### config.mk
export PLATFORM = sky130hd
export DESIGN_NAME = calc2_top_core_flat
export DESIGN_NICKNAME = d
export VERILOG_FILES = /design/src/rtl/calc2_pkg.sv /design/src/rtl/calc2_if.sv /design/src/rtl/calc2_port_ctl.sv /design/src/rtl/calc2_top_core.sv /design/src/flat_wrapper.sv
export SDC_FILE = /design/constraint.sdc
export NUM_CORES = 2
export LEC_CHECK = 0
export CORE_UTILIZATION = 63
export DETAILED_ROUTE_END_ITERATION = 7
export DONT_BUFFER_PORTS = 1
export PLACE_DENSITY = 0.81
export REMOVE_ABC_BUFFERS = 1
export SLEW_MARGIN = 25
export SYNTH_ARGS = -nofsm -noshare
export SYNTH_HDL_FRONTEND = slang
export SYNTH_SLANG_ARGS = --single-unit
### constraint.sdc
create_clock -name c_clk -period 9.3 [get_ports c_clk]
set_clock_uncertainty 0.05 [all_clocks]
set_input_delay 1.86 -clock c_clk [delete_from_list [all_inputs] [get_ports c_clk]]
set_output_delay 1.86 -clock c_clk [all_outputs]
set_load 0.005 [all_outputs]
### src/rtl/calc2_pkg.sv
// Shared types and constants for the four-port calc2 calculator.
package calc2_pkg;
  localparam int DATA_W     = 32;
  localparam int FIFO_DEPTH = 4;
  localparam int NUM_PORTS  = 4;
  localparam int TAG_W      = 2;
  localparam int SH_W       = $clog2(DATA_W);

  typedef enum logic [3:0] {
    IDLE = 4'd0, ADD = 4'd1, SUB = 4'd2, SHL = 4'd5, SHR = 4'd6
  } cmd_e;

  typedef enum logic [1:0] {
    NONE = 2'd0, OK = 2'd1, ERR = 2'd2, RSVD = 2'd3
  } resp_e;

  typedef struct packed {
    cmd_e              cmd;
    logic [TAG_W-1:0]  tag;
    logic [DATA_W-1:0] op1;
    logic [DATA_W-1:0] op2;
  } req_t;

  typedef struct packed {
    logic              vld;
    logic [1:0]        port;
    logic [TAG_W-1:0]  tag;
    resp_e             resp;
    logic [DATA_W-1:0] data;
  } rsp_t;

  function automatic logic is_shift(cmd_e c);
    return (c == SHL) || (c == SHR);
  endfunction

  function automatic logic is_known(logic [3:0] c);
    return (c == ADD) || (c == SUB) || (c == SHL) || (c == SHR);
  endfunction

  // Round-robin pick: returns {valid, index}, searching upward from ptr.
  function automatic logic [2:0] rr_pick(logic [NUM_PORTS-1:0] req, logic [1:0] ptr);
    logic [2:0] r;
    logic [1:0] idx;
    r = '0;
    for (int i = NUM_PORTS-1; i >= 0; i--) begin
      idx = ptr + 2'(i);
      if (req[idx]) r = {1'b1, idx};
    end
    return r;
  endfunction
endpackage

### src/rtl/calc2_if.sv
// Requester-side bus of calc2_top_core: four request ports in, four response ports out.
interface calc2_if;
  import calc2_pkg::*;
  logic [3:0]        req1_cmd_in,  req2_cmd_in,  req3_cmd_in,  req4_cmd_in;
  logic [DATA_W-1:0] req1_data_in, req2_data_in, req3_data_in, req4_data_in;
  logic [TAG_W-1:0]  req1_tag_in,  req2_tag_in,  req3_tag_in,  req4_tag_in;
  logic [1:0]        out_resp1, out_resp2, out_resp3, out_resp4;
  logic [DATA_W-1:0] out_data1, out_data2, out_data3, out_data4;
  logic [TAG_W-1:0]  out_tag1,  out_tag2,  out_tag3,  out_tag4;

  modport master (
    output req1_cmd_in, req2_cmd_in, req3_cmd_in, req4_cmd_in,
           req1_data_in, req2_data_in, req3_data_in, req4_data_in,
           req1_tag_in, req2_tag_in, req3_tag_in, req4_tag_in,
    input  out_resp1, out_resp2, out_resp3, out_resp4,
           out_data1, out_data2, out_data3, out_data4,
           out_tag1, out_tag2, out_tag3, out_tag4
  );

  modport slave (
    input  req1_cmd_in, req2_cmd_in, req3_cmd_in, req4_cmd_in,
           req1_data_in, req2_data_in, req3_data_in, req4_data_in,
           req1_tag_in, req2_tag_in, req3_tag_in, req4_tag_in,
    output out_resp1, out_resp2, out_resp3, out_resp4,
           out_data1, out_data2, out_data3, out_data4,
           out_tag1, out_tag2, out_tag3, out_tag4
  );
endinterface

### src/rtl/calc2_port_ctl.sv
// Per-port two-cycle request capture plus request FIFO with head/pop interface.
// CALC2_INVALID_CMD_RESP_EN: queue unknown commands so they get an error response.
module calc2_port_ctl
  import calc2_pkg::*;
(
  input  logic              c_clk,
  input  logic              reset,
  input  logic [3:0]        cmd_in,
  input  logic [DATA_W-1:0] data_in,
  input  logic [TAG_W-1:0]  tag_in,
  input  logic              pop,
  output req_t              head,
  output logic              head_vld
);
  localparam int PTR_W = $clog2(FIFO_DEPTH);

  logic              busy;
  logic [3:0]        cmd_q;
  logic [TAG_W-1:0]  tag_q;
  logic [DATA_W-1:0] op1_q;
  req_t              pend;
  logic              pend_vld;
  logic              keep;

  req_t              mem [FIFO_DEPTH];
  logic [PTR_W-1:0]  wr_ptr, rd_ptr;
  logic [PTR_W:0]    cnt;
  logic              full, push;

`ifdef CALC2_INVALID_CMD_RESP_EN
  assign keep = 1'b1;
`else
  assign keep = is_known(cmd_q);
`endif

  // The cycle after a command always carries operand2, whatever cmd shows.
  always_ff @(posedge c_clk) begin
    if (reset) begin
      busy     <= 1'b0;
      cmd_q    <= '0;
      tag_q    <= '0;
      op1_q    <= '0;
      pend     <= '0;
      pend_vld <= 1'b0;
    end else begin
      pend_vld <= 1'b0;
      if (busy) begin
        busy     <= 1'b0;
        pend_vld <= keep;
        pend     <= '{cmd: cmd_e'(cmd_q), tag: tag_q, op1: op1_q, op2: data_in};
      end else if (cmd_in != 4'd0) begin
        busy  <= 1'b1;
        cmd_q <= cmd_in;
        tag_q <= tag_in;
        op1_q <= data_in;
      end
    end
  end

  // Full is judged on the registered count; a same-cycle pop does not make room.
  assign full     = (cnt == (PTR_W+1)'(FIFO_DEPTH));
  assign push     = pend_vld && !full;
  assign head     = mem[rd_ptr];
  assign head_vld = (cnt != '0);

  always_ff @(posedge c_clk) begin
    if (push) mem[wr_ptr] <= pend;
  end

  always_ff @(posedge c_clk) begin
    if (reset) begin
      wr_ptr <= '0;
      rd_ptr <= '0;
      cnt    <= '0;
    end else begin
      if (push) wr_ptr <= wr_ptr + 1'b1;
      if (pop)  rd_ptr <= rd_ptr + 1'b1;
      cnt <= cnt + (PTR_W+1)'(push) - (PTR_W+1)'(pop);
    end
  end
endmodule

### src/rtl/calc2_top_core.sv
// Four-port calculator core: per-port capture/FIFO, round-robin add and shift units, output registers.
// CALC2_INVALID_CMD_RESP_EN (see calc2_port_ctl) enables error responses for unknown commands.
module calc2_top_core
  import calc2_pkg::*;
(
  input  logic c_clk,
  input  logic reset,
  calc2_if.slave bus
);
  logic [NUM_PORTS-1:0][3:0]        cmd_in;
  logic [NUM_PORTS-1:0][DATA_W-1:0] data_in;
  logic [NUM_PORTS-1:0][TAG_W-1:0]  tag_in;
  req_t [NUM_PORTS-1:0]             head;
  logic [NUM_PORTS-1:0]             head_vld, pop, a_req, s_req;

  logic [NUM_PORTS-1:0][1:0]        out_resp;
  logic [NUM_PORTS-1:0][DATA_W-1:0] out_data;
  logic [NUM_PORTS-1:0][TAG_W-1:0]  out_tag;

  logic [1:0]    a_ptr, s_ptr, a_sel, s_sel;
  logic          a_vld, s_vld;
  logic [DATA_W:0] a_sum;
  rsp_t          a_nxt, s_nxt, a_q, s_q;

  assign cmd_in  = {bus.req4_cmd_in,  bus.req3_cmd_in,  bus.req2_cmd_in,  bus.req1_cmd_in};
  assign data_in = {bus.req4_data_in, bus.req3_data_in, bus.req2_data_in, bus.req1_data_in};
  assign tag_in  = {bus.req4_tag_in,  bus.req3_tag_in,  bus.req2_tag_in,  bus.req1_tag_in};

  for (genvar gi = 0; gi < NUM_PORTS; gi++) begin : g_port
    calc2_port_ctl u_port (
      .c_clk    (c_clk),
      .reset    (reset),
      .cmd_in   (cmd_in[gi]),
      .data_in  (data_in[gi]),
      .tag_in   (tag_in[gi]),
      .pop      (pop[gi]),
      .head     (head[gi]),
      .head_vld (head_vld[gi])
    );
    // Unknown commands ride the add unit, which answers them with ERR.
    assign a_req[gi] = head_vld[gi] && !is_shift(head[gi].cmd);
    assign s_req[gi] = head_vld[gi] &&  is_shift(head[gi].cmd);
  end

  assign {a_vld, a_sel} = rr_pick(a_req, a_ptr);
  assign {s_vld, s_sel} = rr_pick(s_req, s_ptr);

  always_comb begin
    pop = '0;
    if (a_vld) pop[a_sel] = 1'b1;
    if (s_vld) pop[s_sel] = 1'b1;
  end

  always_comb begin
    a_sum      = {1'b0, head[a_sel].op1} + {1'b0, head[a_sel].op2};
    a_nxt      = '0;
    a_nxt.vld  = a_vld;
    a_nxt.port = a_sel;
    a_nxt.tag  = head[a_sel].tag;
    a_nxt.resp = ERR;
    case (head[a_sel].cmd)
      ADD: if (!a_sum[DATA_W]) begin
        a_nxt.resp = OK;
        a_nxt.data = a_sum[DATA_W-1:0];
      end
      SUB: if (head[a_sel].op1 >= head[a_sel].op2) begin
        a_nxt.resp = OK;
        a_nxt.data = head[a_sel].op1 - head[a_sel].op2;
      end
      default: ;
    endcase
  end

  always_comb begin
    s_nxt      = '0;
    s_nxt.vld  = s_vld;
    s_nxt.port = s_sel;
    s_nxt.tag  = head[s_sel].tag;
    s_nxt.resp = OK;
    s_nxt.data = (head[s_sel].cmd == SHL) ? (head[s_sel].op1 << head[s_sel].op2[SH_W-1:0])
                                          : (head[s_sel].op1 >> head[s_sel].op2[SH_W-1:0]);
  end

  always_ff @(posedge c_clk) begin
    if (reset) begin
      a_q   <= '0;
      s_q   <= '0;
      a_ptr <= '0;
      s_ptr <= '0;
    end else begin
      a_q <= a_nxt;
      s_q <= s_nxt;
      if (a_vld) a_ptr <= a_sel + 2'd1;
      if (s_vld) s_ptr <= s_sel + 2'd1;
    end
  end

  // The two units never target the same port in one cycle: a port pops at most once.
  always_ff @(posedge c_clk) begin
    if (reset) begin
      out_resp <= '0;
      out_data <= '0;
      out_tag  <= '0;
    end else begin
      for (int p = 0; p < NUM_PORTS; p++) begin
        out_resp[p] <= NONE;
        out_data[p] <= '0;
        out_tag[p]  <= '0;
        if (a_q.vld && a_q.port == 2'(p)) begin
          out_resp[p] <= a_q.resp;
          out_data[p] <= a_q.data;
          out_tag[p]  <= a_q.tag;
        end
        if (s_q.vld && s_q.port == 2'(p)) begin
          out_resp[p] <= s_q.resp;
          out_data[p] <= s_q.data;
          out_tag[p]  <= s_q.tag;
        end
      end
    end
  end

  assign bus.out_resp1 = out_resp[0];
  assign bus.out_resp2 = out_resp[1];
  assign bus.out_resp3 = out_resp[2];
  assign bus.out_resp4 = out_resp[3];
  assign bus.out_data1 = out_data[0];
  assign bus.out_data2 = out_data[1];
  assign bus.out_data3 = out_data[2];
  assign bus.out_data4 = out_data[3];
  assign bus.out_tag1  = out_tag[0];
  assign bus.out_tag2  = out_tag[1];
  assign bus.out_tag3  = out_tag[2];
  assign bus.out_tag4  = out_tag[3];
endmodule

### src/flat_wrapper.sv
// flat-port wrapper written by rule: the top's interface ports become plain ports
module calc2_top_core_flat import calc2_pkg::*;
  (c_clk, reset, bus_req1_cmd_in, bus_req2_cmd_in, bus_req3_cmd_in, bus_req4_cmd_in, bus_req1_data_in, bus_req2_data_in, bus_req3_data_in, bus_req4_data_in, bus_req1_tag_in, bus_req2_tag_in, bus_req3_tag_in, bus_req4_tag_in, bus_out_resp1, bus_out_resp2, bus_out_resp3, bus_out_resp4, bus_out_data1, bus_out_data2, bus_out_data3, bus_out_data4, bus_out_tag1, bus_out_tag2, bus_out_tag3, bus_out_tag4);
  calc2_if bus_i ();
  input  logic c_clk;
  input  logic reset;
  input wire logic [$bits(bus_i.req1_cmd_in)-1:0] bus_req1_cmd_in;
  input wire logic [$bits(bus_i.req2_cmd_in)-1:0] bus_req2_cmd_in;
  input wire logic [$bits(bus_i.req3_cmd_in)-1:0] bus_req3_cmd_in;
  input wire logic [$bits(bus_i.req4_cmd_in)-1:0] bus_req4_cmd_in;
  input wire logic [$bits(bus_i.req1_data_in)-1:0] bus_req1_data_in;
  input wire logic [$bits(bus_i.req2_data_in)-1:0] bus_req2_data_in;
  input wire logic [$bits(bus_i.req3_data_in)-1:0] bus_req3_data_in;
  input wire logic [$bits(bus_i.req4_data_in)-1:0] bus_req4_data_in;
  input wire logic [$bits(bus_i.req1_tag_in)-1:0] bus_req1_tag_in;
  input wire logic [$bits(bus_i.req2_tag_in)-1:0] bus_req2_tag_in;
  input wire logic [$bits(bus_i.req3_tag_in)-1:0] bus_req3_tag_in;
  input wire logic [$bits(bus_i.req4_tag_in)-1:0] bus_req4_tag_in;
  output wire logic [$bits(bus_i.out_resp1)-1:0] bus_out_resp1;
  output wire logic [$bits(bus_i.out_resp2)-1:0] bus_out_resp2;
  output wire logic [$bits(bus_i.out_resp3)-1:0] bus_out_resp3;
  output wire logic [$bits(bus_i.out_resp4)-1:0] bus_out_resp4;
  output wire logic [$bits(bus_i.out_data1)-1:0] bus_out_data1;
  output wire logic [$bits(bus_i.out_data2)-1:0] bus_out_data2;
  output wire logic [$bits(bus_i.out_data3)-1:0] bus_out_data3;
  output wire logic [$bits(bus_i.out_data4)-1:0] bus_out_data4;
  output wire logic [$bits(bus_i.out_tag1)-1:0] bus_out_tag1;
  output wire logic [$bits(bus_i.out_tag2)-1:0] bus_out_tag2;
  output wire logic [$bits(bus_i.out_tag3)-1:0] bus_out_tag3;
  output wire logic [$bits(bus_i.out_tag4)-1:0] bus_out_tag4;
  assign bus_i.req1_cmd_in = bus_req1_cmd_in;
  assign bus_i.req2_cmd_in = bus_req2_cmd_in;
  assign bus_i.req3_cmd_in = bus_req3_cmd_in;
  assign bus_i.req4_cmd_in = bus_req4_cmd_in;
  assign bus_i.req1_data_in = bus_req1_data_in;
  assign bus_i.req2_data_in = bus_req2_data_in;
  assign bus_i.req3_data_in = bus_req3_data_in;
  assign bus_i.req4_data_in = bus_req4_data_in;
  assign bus_i.req1_tag_in = bus_req1_tag_in;
  assign bus_i.req2_tag_in = bus_req2_tag_in;
  assign bus_i.req3_tag_in = bus_req3_tag_in;
  assign bus_i.req4_tag_in = bus_req4_tag_in;
  assign bus_out_resp1 = bus_i.out_resp1;
  assign bus_out_resp2 = bus_i.out_resp2;
  assign bus_out_resp3 = bus_i.out_resp3;
  assign bus_out_resp4 = bus_i.out_resp4;
  assign bus_out_data1 = bus_i.out_data1;
  assign bus_out_data2 = bus_i.out_data2;
  assign bus_out_data3 = bus_i.out_data3;
  assign bus_out_data4 = bus_i.out_data4;
  assign bus_out_tag1 = bus_i.out_tag1;
  assign bus_out_tag2 = bus_i.out_tag2;
  assign bus_out_tag3 = bus_i.out_tag3;
  assign bus_out_tag4 = bus_i.out_tag4;
  calc2_top_core u_core (.c_clk(c_clk), .reset(reset), .bus(bus_i));
endmodule
==> impl_metrics.csv <==
group,metric,value,unit
worst_setup_path,crit_arrival,8.75,ns
clock_network,root_buffer,"clkbuf_16",
global_routing,grt_pass1_vias,47100,
global_routing,grt_pass1_wl,310000,um
hold_path,min_from,"u_core.g_port[0].u_port.cmd_q[3]",
hold_path,hold_path_depth,1,
global_routing,grt_use_total,0.351,
timing,fin_crit,8.08,ns
placed_design,hpwlAfterDp,138000,um
placed_design,post-place-cells,6904,
hold_path,hold_class,"reg -> reg",
timing,setup_viol,0,
clock_network,cts_sinks,1821,
synthesis,syn_inst,5663,
floorplanning,core_area,117000,um^2
power_and_ir_drop,p_per_area,407,nW/um^2
placed_design,numPortBuffers,0,
synthesis,yosys.area.top_type,"edfxtp_1",
cells_and_area,layout-drive-gt1-share,0.129,
floorplanning,dieHeight,346,um
cells_and_area,area.growth.synth_to_final,9.49,%
routing,remaining_drc_errors,0,
timing,post-route-period-util,0.869,
cells_and_area,fin_util,0.700,
routing,drtPass1Iterations,6,
worst_setup_path,start_kind,"register",
global_routing,grt_overflow_total,0,
synthesis,ys_types,93,
routing,vias_per_cell,6.68,
floorplanning,fp.dieW,346,um
routing,ant_nets,0,
clock_network,h-tree-depth,4,
synthesis,synth_area,74700,um^2
outcome,status,"finished with violations",
cells_and_area,multi_input_area,25200,um^2
clock_network,numCtsBuffers,172,
worst_setup_path,reg2reg_slack,1.22,ns
timing,rsz0062_at_grt,"false",
worst_setup_path,cp-end-kind,"register",
routing,vias,48300,
clock_network,cts_setup_buffers,0,
placed_design,gp_congestion,1.02,
floorplanning,start_util,0.639,
timing,slew_headroom,-0.104,
synthesis,synth_edf_count,1120,
clock_network,clk_path_buf_depth,3,
worst_setup_path,rr_endpoint,"u_core.a_q[12]",
cells_and_area,final_nets,5810,
synthesis,ys_ff_latch,1821,
synthesis,syn_area_per_cell,13.2,um^2
clock_network,post_cts_resized,0,
worst_setup_path,path_class,"reg -> reg",
timing,finalMaxSlewViolations,252,
synthesis,synth_top_area_share,0.450,
synthesis,async_reset_ff_frac,0,
synthesis,synthTopCellsByArea,"edfxtp_1 (45%), dfxtp_1 (19%), mux4_2 (8.5%)",
cells_and_area,fillers,7432,
clock_network,cts_tree,"done",
clock_network,clk_latency,0.85,ns
floorplanning,rows,125,
routing,wl_per_cell,29.3,um
cells_and_area,layout.cells.non_filler,7231,
synthesis,synth-main-ff-cell,"edfxtp_1",
global_routing,antenna_found_initial,2,
worst_setup_path,crit_required,9.97,ns
cells_and_area,regArea,47700,um^2
clock_network,cts_hold_buf,0,
placed_design,place_area,75900,um^2
synthesis,synth.most_common_cell,"edfxtp_1",
worst_setup_path,reg2reg_depth,24,
worst_setup_path,cp_max_fo,48,
timing,hold_viol,0,
routing,wirelength,212000,um
flow_run,max_cap_viol_count,0,
synthesis,ys_warn_count,0,
power_and_ir_drop,power.leakage,28.8,nW
hold_path,worstHoldEndpoint,"u_core.g_port[0].u_port.pend_vld",
global_routing,grt_max_degree,661,
timing,tightest_slew,1.66,ns
outcome,failed_checks,"slew limit",
synthesis,yosys-top-cells-count,"edfxtp_1 (1120), dfxtp_1 (701), nand2_1 (696)",
routing,drt_iter0_markers,5966,
cells_and_area,fin_area,81700,um^2
timing,fmax,124,MHz
clock_network,path_clk_slew,0.06,ns
floorplanning,die_area,120000,um^2
floorplanning,pin_count,298,
power_and_ir_drop,peakVddDrop,0.397,mV
synthesis,synth_seq_area_share,0.638,
kinds of logic after synthesis:
kind of cell / count (synthesis) / synth area share
AO/OA/AOI/OAI: 910 / 0.0821
XOR/XNOR: 25 / 0.00313
adder cells (fa/ha/maj): 102 / 0.0177
buffers and inverters: 470 / 0.0256
flip-flops: 1821 / 0.638
multiplexers: 696 / 0.141
AND/OR/NAND/NOR: 1639 / 0.0924
report_power, final:
group / internal, W / leakage [nW] / total (W) / switching [W]
Sequential: 0.00886 / 16.0 / 0.00918 / 0.000315
Clock: 0.00395 / 2.82 / 0.00707 / 0.00311
Combinational: 0.00572 / 10.0 / 0.0171 / 0.0113
state kept, by name, indices dropped and copies added, names as in the netlist, 4 cells and up, named ones only:
signal	cells
u_core.g_port.u_port.mem	1120
u_core.g_port.u_port.pend	280
u_core.g_port.u_port.op1_q	128
u_core.a_q	39
u_core.s_q	38
u_core.bus.out_data1	32
u_core.bus.out_data2	32
u_core.bus.out_data3	32
u_core.bus.out_data4	32
u_core.g_port.u_port.cmd_q	16
u_core.g_port.u_port.cnt	12
u_core.g_port.u_port.rd_ptr	8
u_core.g_port.u_port.tag_q	8
u_core.g_port.u_port.wr_ptr	8
u_core.g_port.u_port.busy	4
u_core.g_port.u_port.pend_vld	4
cell usage in the layout, fill, tap and decap left out, types with 30 or more instances in the layout:
master	count
a211oi_1	31
a21oi_1	269
a221oi_1	30
a22o_1	34
a22oi_1	178
a31oi_1	52
and3_1	47
buf_4	83
clkbuf_1	52
clkbuf_16	177
clkbuf_8	31
dfxtp_1	689
edfxtp_1	1120
ha_1	96
inv_1	95
mux2i_1	407
mux4_2	281
nand2_1	696
nand3_1	66
nor2_1	626
nor3_1	51
o21a_1	35
o21ai_0	48
o22ai_1	57
critical path: stages, from the launching register on:
cell and delay (ns):
dfxtp_4 0.45, mux4_2 0.58, xor2_2 0.25, a211oi_2 0.31, o21ai_2 0.16, a21oi_1 0.43
nor2_4 0.14, inv_4 0.47, buf_4 0.47, nand2_1 0.08, and3_1 0.19, a31oi_1 0.22
ha_1 0.39, or4_1 0.59, or3_1 0.38, nor3_1 0.15, a32o_1 0.22, o31ai_1 0.14
o31ai_1 0.63, o21a_1 0.23, nor4_1 0.08, nor4_4 0.66, buf_12 0.27, a21oi_1 0.09
a211oi_1 0.27
per-layer routing:
layer,wire (um),up-vias,global-route usage
met1,78600,24100,0.447
met4,15100,2,0.226
met5,35,-,0
met2,99600,2778,0.553
met3,18400,530,0.0685
li1,-,20900,-
area by class of cell:
cell class,instances,area share
Sequential cell,1821,0.584
Antenna cell,3,0.0000918
Clock inverter,64,0.00894
Timing Repair Buffer,88,0.00894
Clock buffer,260,0.0618
Inverter,99,0.00459
Tap cell,1524,0.0233
Multi-Input combinational cell,3372,0.309
worst max-delay path by stage:
stage | slack, ns | startpoint | cells past startpoint | to
floorplan | -8.51 | register | 20 | u_core.a_q[16]
global placement | 1.61 | register | 24 | u_core.a_q[16]
detailed placement | 1.35 | register | 24 | u_core.a_q[16]
CTS | 1.36 | register | 24 | u_core.a_q[12]
global route | 0.77 | register | 24 | u_core.a_q[12]
finish | 1.22 | register | 24 | u_core.a_q[12]
through the flow:
stage | hold WS, ns | total power, W | setup slack, ns | TNS (ns)
2_1_floorplan | 0.368 | 0.0206 | -8.51 | -428.23
3_3_place_gp | 0.390 | 0.0257 | 1.61 | 0
3_5_place_dp | 0.390 | 0.0257 | 1.35 | 0
4_1_cts | 0.397 | 0.0327 | 1.36 | 0
5_1_grt | 0.424 | 0.0347 | 0.769 | 0
6_report | 0.401 | 0.0333 | 1.22 | 0
No activity file was read; power rests on OpenSTA's default activity.
